**src/rtl/processor_pkg.sv**
```systemverilog
// Shared load-path types: FSM state encoding, load-control encoding and a misalignment helper.
package processor_pkg;

    typedef enum logic [1:0] {
        IDLE = 2'd0,
        REQ  = 2'd1,
        WAIT = 2'd2,
        RESP = 2'd3
    } ld_state_t;

    // Values track the funct3-style encoding used by processor_defines.sv.
    typedef enum logic [2:0] {
        LB     = 3'b000,
        LH     = 3'b001,
        LW     = 3'b010,
        LBU    = 3'b100,
        LHU    = 3'b101,
        LD_NOP = 3'b111
    } load_ctrl_t;

    function automatic logic is_misaligned(input load_ctrl_t ctrl, input logic [1:0] ea_lo);
        case (ctrl)
            LH, LHU: return ea_lo[0];
            LW:      return (ea_lo != 2'b00);
            default: return 1'b0;
        endcase
    endfunction

endpackage

```
**src/rtl/load_data_align.sv**
```systemverilog
// Combinational lane select and sign/zero extension of a loaded word; shared with store forwarding.
module load_data_align
    import processor_pkg::*;
#(
    parameter int XLEN = 32
) (
    input  logic [XLEN-1:0] rdata,
    input  logic [1:0]      ea_lo,
    input  load_ctrl_t      control,
    output logic [XLEN-1:0] data
);

    logic [7:0]  lanes [4];
    logic [7:0]  byte_sel;
    logic [15:0] half_sel;

    for (genvar gi = 0; gi < 4; gi++) begin : g_lane
        assign lanes[gi] = rdata[gi*8 +: 8];
    end

    always_comb begin
        byte_sel = lanes[ea_lo];
        half_sel = ea_lo[1] ? {lanes[3], lanes[2]} : {lanes[1], lanes[0]};
        data     = '0;
        case (control)
            LB:      data = {{(XLEN-8){byte_sel[7]}}, byte_sel};
            LBU:     data = {{(XLEN-8){1'b0}}, byte_sel};
            LH:      data = {{(XLEN-16){half_sel[15]}}, half_sel};
            LHU:     data = {{(XLEN-16){1'b0}}, half_sel};
            LW:      data = rdata;
            default: data = '0;
        endcase
    end

endmodule

```
**src/rtl/load_mem_unit.sv**
```systemverilog
// RISC-V load execute/memory stage: EA calc, req/gnt/rvalid word read, extend, valid/ready writeback.
// Optional misaligned-load trap enabled by defining LD_MISALIGN_CHECK_EN.
module load_mem_unit
    import processor_pkg::*;
#(
    parameter int XLEN   = 32,
    parameter int ADDR_W = 32
) (
    input  logic              clk,
    input  logic              reset,
    input  logic              ld_valid,
    output logic              ld_ready,
    input  logic [XLEN-1:0]   rs1_data,
    input  logic [11:0]       imm,
    input  logic [4:0]        rd,
    input  logic [2:0]        load_control,
    output logic              mem_req,
    output logic [ADDR_W-1:0] mem_addr,
    input  logic              mem_gnt,
    input  logic              mem_rvalid,
    input  logic [XLEN-1:0]   mem_rdata,
    output logic              wb_valid,
    output logic [4:0]        wb_rd,
    output logic [XLEN-1:0]   wb_data,
    input  logic              wb_ready,
    output logic              misalign
);

    ld_state_t         state_reg, state_next;
    logic [ADDR_W-1:0] ea_reg;
    logic [ADDR_W-1:0] ea_next;
    load_ctrl_t        ctrl_reg;
    load_ctrl_t        ctrl_in;
    logic [4:0]        rd_reg;
    logic [XLEN-1:0]   wb_data_reg;
    logic [XLEN-1:0]   aligned_data;
    logic              accept;
    logic              bad_align;

    assign ctrl_in = load_ctrl_t'(load_control);
    assign ea_next = rs1_data + {{(XLEN-12){imm[11]}}, imm};
    assign accept  = (state_reg == IDLE) && ld_valid && (ctrl_in != LD_NOP);

`ifdef LD_MISALIGN_CHECK_EN
    logic misalign_reg;
    assign bad_align = is_misaligned(ctrl_in, ea_next[1:0]);
    assign misalign  = misalign_reg;

    always_ff @(posedge clk) begin
        if (reset) misalign_reg <= 1'b0;
        else       misalign_reg <= accept && bad_align;
    end
`else
    // Without the check, low address bits simply select lanes (LW ignores them).
    assign bad_align = 1'b0;
    assign misalign  = 1'b0;
`endif

    always_ff @(posedge clk) begin
        if (reset) state_reg <= IDLE;
        else       state_reg <= state_next;
    end

    always_comb begin
        state_next = state_reg;
        case (state_reg)
            IDLE: if (accept && !bad_align) state_next = REQ;
            REQ:  if (mem_gnt)              state_next = WAIT;
            WAIT: if (mem_rvalid)           state_next = RESP;
            RESP: if (wb_ready)             state_next = IDLE;
            default:                        state_next = IDLE;
        endcase
    end

    load_data_align #(.XLEN(XLEN)) u_align (
        .rdata   (mem_rdata),
        .ea_lo   (ea_reg[1:0]),
        .control (ctrl_reg),
        .data    (aligned_data)
    );

    always_ff @(posedge clk) begin
        if (reset) begin
            ea_reg      <= '0;
            ctrl_reg    <= LD_NOP;
            rd_reg      <= '0;
            wb_data_reg <= '0;
        end else begin
            if (accept && !bad_align) begin
                ea_reg   <= ea_next;
                ctrl_reg <= ctrl_in;
                rd_reg   <= rd;
            end
            // Only a response arriving in WAIT counts; gnt-cycle or stray rvalid is dropped.
            if (state_reg == WAIT && mem_rvalid)
                wb_data_reg <= aligned_data;
        end
    end

    assign ld_ready = (state_reg == IDLE);
    assign mem_req  = (state_reg == REQ);
    assign mem_addr = {ea_reg[ADDR_W-1:2], 2'b00};
    assign wb_valid = (state_reg == RESP);
    assign wb_rd    = rd_reg;
    assign wb_data  = wb_data_reg;

endmodule

```
**config.mk**
```make
export PLATFORM = sky130hd
export DESIGN_NAME = load_mem_unit
export DESIGN_NICKNAME = d
export VERILOG_FILES = /design/src/rtl/processor_pkg.sv /design/src/rtl/load_data_align.sv /design/src/rtl/load_mem_unit.sv
export SDC_FILE = /design/constraint.sdc
export NUM_CORES = 1
export LEC_CHECK = 0
export ABC_AREA = 1
export BUFFER_PORTS_ARGS = -buffer_cell sky130_fd_sc_hd__buf_4
export CORE_ASPECT_RATIO = 1.25
export CORE_MARGIN = 2
export CORE_UTILIZATION = 45
export DETAILED_ROUTE_END_ITERATION = 6
export GPL_TIMING_DRIVEN = 0
export HOLD_SLACK_MARGIN = 0.08
export PLACE_DENSITY = 0.76
export SKIP_LAST_GASP = 1
export SYNTH_ARGS = -nofsm -noshare
export SYNTH_HDL_FRONTEND = slang
export SYNTH_HIERARCHICAL = 1
export SYNTH_SLANG_ARGS = --single-unit
```
**constraint.sdc**
```tcl
create_clock -name clk -period 2 [get_ports clk]
set_input_delay 0.4 -clock clk [delete_from_list [all_inputs] [get_ports clk]]
set_output_delay 0.4 -clock clk [all_outputs]
set_load 0.02 [all_outputs]
```
==> reports/qor.yml, run 1 <==
synth_compound_area_frac: 0.0817
cp_max_fo: 4
drc_errors: 0
port_buffers: 159
grt_pass1_wl_um: 28600
syn_avg_cell_area_um2: 5.68
die_w_um: 110
wirelength_um: 17800
cts_tree: "done"
yosys.area_share.simple: 0.414
grt_use_total: 0.244
clk_pin_slew_ns: 0.05
critPathMaxStageDelay_ns: 0.40
finClkSkew_ns: 0.00714
fin_total_pwr_mw: 7.55
setup_viol: 0
cts_buffer_depth: 2
rows: 48
area_growth_pct: 28.6
rsz0062_at_grt: "false"
hpwl_um: 14600
critPathArrivalTime_ns: 2.10
ys_seq_elements: 74
gp_congestion: 0.959
antenna_cells: 0
avgViaCountPerCell: 4.76
ys_types: 34
fin_nets: 1403
ios: 163
start_kind: "primary input"
drtIter0Drc: 349
final_cell_mix: "nand2_1 (338), nor2_1 (202), buf_4 (194)"
finalCritPeriodShare: 0.930
netlist_area_mm2: 0.00628
yosysWarnings: 6
grt_antenna_before_repair: 0
nFillCells: 1448
htreeDepth: 3
synthAdderAreaFrac: 0.0729
cap_viol_max_count: 0
synth_top_family_by_area: "simple AND/OR/NAND/NOR gates"
crit_family: "simple AND/OR/NAND/NOR gates"
grt_max_degree: 22
hp-class: "in -> reg"
p_leak_nw: 4.79
seq_area_frac_synth: 0.236
drt_pass1_iterations: 5
worstPathCellList: "buf_4 > ha_1 > fa_2 > nand3_1 > nand3_1 > nand2_1 > nand2_1 > nand2_1 > nand3_1 > nand2_1 > nand3_1 > nand2_1 > inv_1"
dieArea_mm2: 0.0149
final_hold_viol_count: 0
grt_pass1_vias: 6320
synth_xor_area_frac: 0.0209
layout-drive-gt1-share: 0.197
final_common_cell: "nand2_1"
start_util: 0.457
cts.sinks: 74
ir_drop_uv: 665
relSlewSlack: 0.665
fin_crit_ns: 1.86
critPathMostFrequentCell: "nand2_1"
power.density_mw_per_mm2: 935
ant_nets: 0
cts-root-buf: "clkbuf_16"
status: "complete, no violations"
slew_viol_final: 0
syn_inst: 1105
fmax_mhz: 537
tightest_slew_ns: 0.502
holdWs_ns: 0.272
via_count: 6935
path_class: "in -> reg"
critPathBufInv: 2
utilization: 0.587
wl_per_cell_um: 12.2
clk_latency_ns: 0.34
post-cts-setup-buffer-count: 0
cts_made_buffers: 9
die_y_um: 136
core_area_mm2: 0.0138
synth.area.mux_share: 0
ff2ff_setup_slack_ns: 0.19
endpoint_kind: "flop"
crit_slowest_cell: "fa_2"
grt_overflow: 0
worstPathRequired_ns: 2.24
[cell usage after synthesis]
cell type  instances  area share
nand2_1          338        0.20
ha_1              35       0.070
nand3_2            5      0.0080
conb_1             1     0.00060
inv_2              2      0.0012
inv_1            180        0.11
buf_2              8      0.0064
a21o_1             1      0.0012
buf_4             35       0.042
xnor2_1            3      0.0042
a211oi_1           1      0.0012
o22ai_1            1      0.0010
a21oi_1           25       0.020
a21oi_2            1      0.0014
dfxtp_1           74        0.24
o21ai_0           64       0.051
nor3_2             2      0.0032
nand2_2            7      0.0070
nand4_1            3      0.0030
nor3_1             4      0.0032
o21bai_1           4      0.0048
buf_6              3      0.0054
nand2_4            1      0.0018
clkbuf_8           1      0.0022
o211ai_1           1      0.0012
xor2_1            12       0.017
nor2_1           202        0.12
and2_1             1      0.0010
fa_1               1      0.0032
clkbuf_1          16      0.0096
nand3_1           62       0.049
nand3b_1           1      0.0012
nor2_2             6      0.0060
nor2_4             4      0.0072
[per-stage QoR]
| step | cells | setup slack (ns) | cell area [µm²] | TNS [ns] |
|---|---|---|---|---|
| 3_3_place_gp | 1441 | -0.266 | 7700 | -1.86 |
| 4_1_cts | 1457 | 0.0469 | 8070 | 0 |
| 3_5_place_dp | 1441 | -0.268 | 7700 | -1.95 |
| 6_report | 1457 | 0.139 | 8070 | 0 |
| 2_1_floorplan | 1107 | 0.146 | 6290 | 0 |
| 5_1_grt | 1457 | 0.0144 | 8070 | 0 |
[final cells by class]
class	instances	area [µm²]	area share
Multi-Input combinational cell	788	3720	0.460
Clock buffer	11	243	0.0301
Sequential cell	74	1480	0.183
Tap cell	175	219	0.0271
Buffer	63	413	0.0511
Inverter	182	683	0.0846
Clock inverter	5	125	0.0155
Timing Repair Buffer	159	1190	0.148
[worst reg2reg max path, delay by kind of cell, from the launching register on]
kind          cells  cell delay [ns]
simple gates      4             0.42
fa+ha+maj         1             0.22
flops             1             0.32
buf+inv           6             0.74
[where the power goes]
part	internal (mW)	switching (mW)	leakage [nW]
Combinational	1.44	2.08	4.00
Clock	1.38	0.631	0.180
Sequential	1.82	0.203	0.608
Total	4.63	2.91	4.79
[per-layer routing]
metal,up-vias,part of all wire,GRT usage
met4,0,0.037,0.110
li1,3657,-,-
met5,-,0,0
met1,3001,0.39,0.271
met2,234,0.51,0.449
met3,43,0.059,0.0364
[repair_timing]
action / CTS / global route
endpoints found under the hold margin: 0 / 0
gates resized for setup: 0 / 4
hold buffers: 0 / 0
endpoints found under the setup margin: 0 / 12
[logic make-up after synthesis]
logic type | count (synthesis)
XOR/XNOR | 15
flip-flops | 74
buffers and inverters | 245
other | 1
adder cells (fa/ha/maj) | 36
AO/OA/AOI/OAI | 98
AND/OR/NAND/NOR | 636
[final timing paths]
| kind | cells after the start | to | start |
|---|---|---|---|
| setup / recovery | 13 | ea_reg[24] | rs1_data[0] |
| hold / removal | 3 | ctrl_reg[2] | load_control[2] |
| setup reg to reg | 11 | ea_reg[30] | state_reg[0] |
| hold reg to reg | 2 | wb_data[1] | wb_data[1] |
Note: power is estimated with default switching activity, not from simulation.
==> run 2: changes to the inputs <==
Settings changed: GPL_TIMING_DRIVEN 0 to default.
==> reports/qor.yml, run 2 (synthesis results as in run 1) <==
pwr-share-clk: 0.219
port_buffers: 159
layout-drive-gt1-share: 0.195
fin_crit_ns: 1.81
cts.sinks: 74
antenna_cells: 0
cts_tree: "done"
globalRouteMet2Util: 0.438
use_met3: 0.0244
grt_antenna_before_repair: 0
finalCritPeriodShare: 0.906
slew_viol_final: 0
htreeDepth: 3
fin_nets: 1384
place_inst: 1422
p_seq_frac: 0.298
endpoint_kind: "flop"
tightest_slew_ns: 0.959
hpwl_um: 14200
drc_errors: 0
power.density_mw_per_mm2: 868
start_kind: "primary input"
hp-class: "in -> reg"
ios: 163
via_count: 6849
die_w_um: 110
wl_per_cell_um: 12.2
final_common_cell: "nand2_1"
ant_nets: 0
use_met1: 0.258
grt_max_degree: 54
critPathArrivalTime_ns: 2.03
gp_congestion: 0.950
drtIter0Drc: 302
wirelength_um: 17600
p_leak_nw: 4.70
final_cell_mix: "nand2_1 (338), nor2_1 (202), buf_4 (202)"
fmax_mhz: 552
grt-busiest-layer: "met2"
post-cts-setup-buffer-count: 0
swShare: 0.417
cap_viol_max_count: 0
grt_pass1_wl_um: 27900
grt_use_total: 0.234
worstPathRequired_ns: 2.22
p_comb_frac: 0.483
cts_hold_buf: 0
dieArea_mm2: 0.0149
ir_drop_uv: 667
avgViaCountPerCell: 4.77
die_y_um: 136
rows: 48
area_growth_pct: 25.8
core_area_mm2: 0.0138
nFillCells: 1461
start_util: 0.457
drt_pass1_iterations: 5
internal_power_mw: 4.00
status: "complete, no violations"
path_class: "in -> reg"
setup_viol: 0
relSlewSlack: 0.360
cts-root-buf: "clkbuf_16"
stdcell_count: 1437
finalSetupTns_ns: 0
clk_pin_slew_ns: 0.06
final_hold_viol_count: 0
grt_overflow: 0
cts_buffer_depth: 2
cp_max_fo: 4
grt_pass1_vias: 6243
clk_latency_ns: 0.33
finClkSkew_ns: 0.00733
ctsResizeCount: 0
cts_made_buffers: 9
rsz0062_at_grt: "false"
p_switching_mw: 2.86
[run 2: cell types whose count changed in the layout (fill, tap and decap cells not counted), sizes merged]
cell      delta
clkinvlp     +1
clkbuf      -19
buf          -1
inv          -1
clkinv       +4
bufinv       -4
[run 2: cell type report]
| type | count | area (µm²) | share of cell area |
|---|---|---|---|
| multi-input cells | 788 | 3710 | 0.470 |
| repair buffers | 203 | 1540 | 0.194 |
| flip-flops and latches | 74 | 1480 | 0.187 |
| inverters | 182 | 683 | 0.0865 |
| clock buffers | 10 | 239 | 0.0302 |
| well taps | 175 | 219 | 0.0277 |
| clock inverters | 5 | 31.3 | 0.00396 |
[run 2: critical path: stages]
cell,delay [ns]
buf_4,0.11
ha_1,0.23
fa_1,0.45
nand3_1,0.11
nand3_1,0.12
nand3_1,0.11
nand3_2,0.11
nand3_1,0.13
nand2_1,0.06
nand2_1,0.05
nand3_1,0.06
nand2_1,0.06
inv_1,0.03
[run 2: per-layer routing]
metal  vias up  wire (µm)
met2       222       8720
met5         -          0
met3        45       1000
met4         0        739
li1       3619          -
met1      2963       7090
[run 2: final timing paths]
kind	startpoint	to	slack, ns	depth (start not counted)
setup / recovery	rs1_data[0]	ea_reg[20]	0.19	13
hold / removal	load_control[0]	ctrl_reg[0]	0.29	3
setup reg to reg	state_reg[0]	ea_reg[18]	0.25	11
hold reg to reg	wb_data[2]	wb_data[2]	0.48	2
[run 2: metrics by stage]
stage	utilization	hold slack, ns	power [mW]	setup WS [ns]	area, µm²
final	0.575	0.286	6.86	0.189	7900
after global routing	0.575	0.290	7.39	0.000798	7900
after floorplan	-	0.464	4.39	0.146	6290
after global placement	0.555	0.463	5.34	-0.0932	7630
after detailed placement	0.555	0.473	5.39	-0.140	7630
after CTS	0.575	0.275	6.91	0.202	7900
[run 2: power by group through the flow]
stage	Clock, mW	Combinational, mW	Sequential, mW
after floorplan	0	2.21	2.18
after global placement	0	3.27	2.06
after detailed placement	0	3.32	2.07
after CTS	1.53	3.33	2.05
after global routing	1.59	3.72	2.08
final	1.50	3.31	2.04
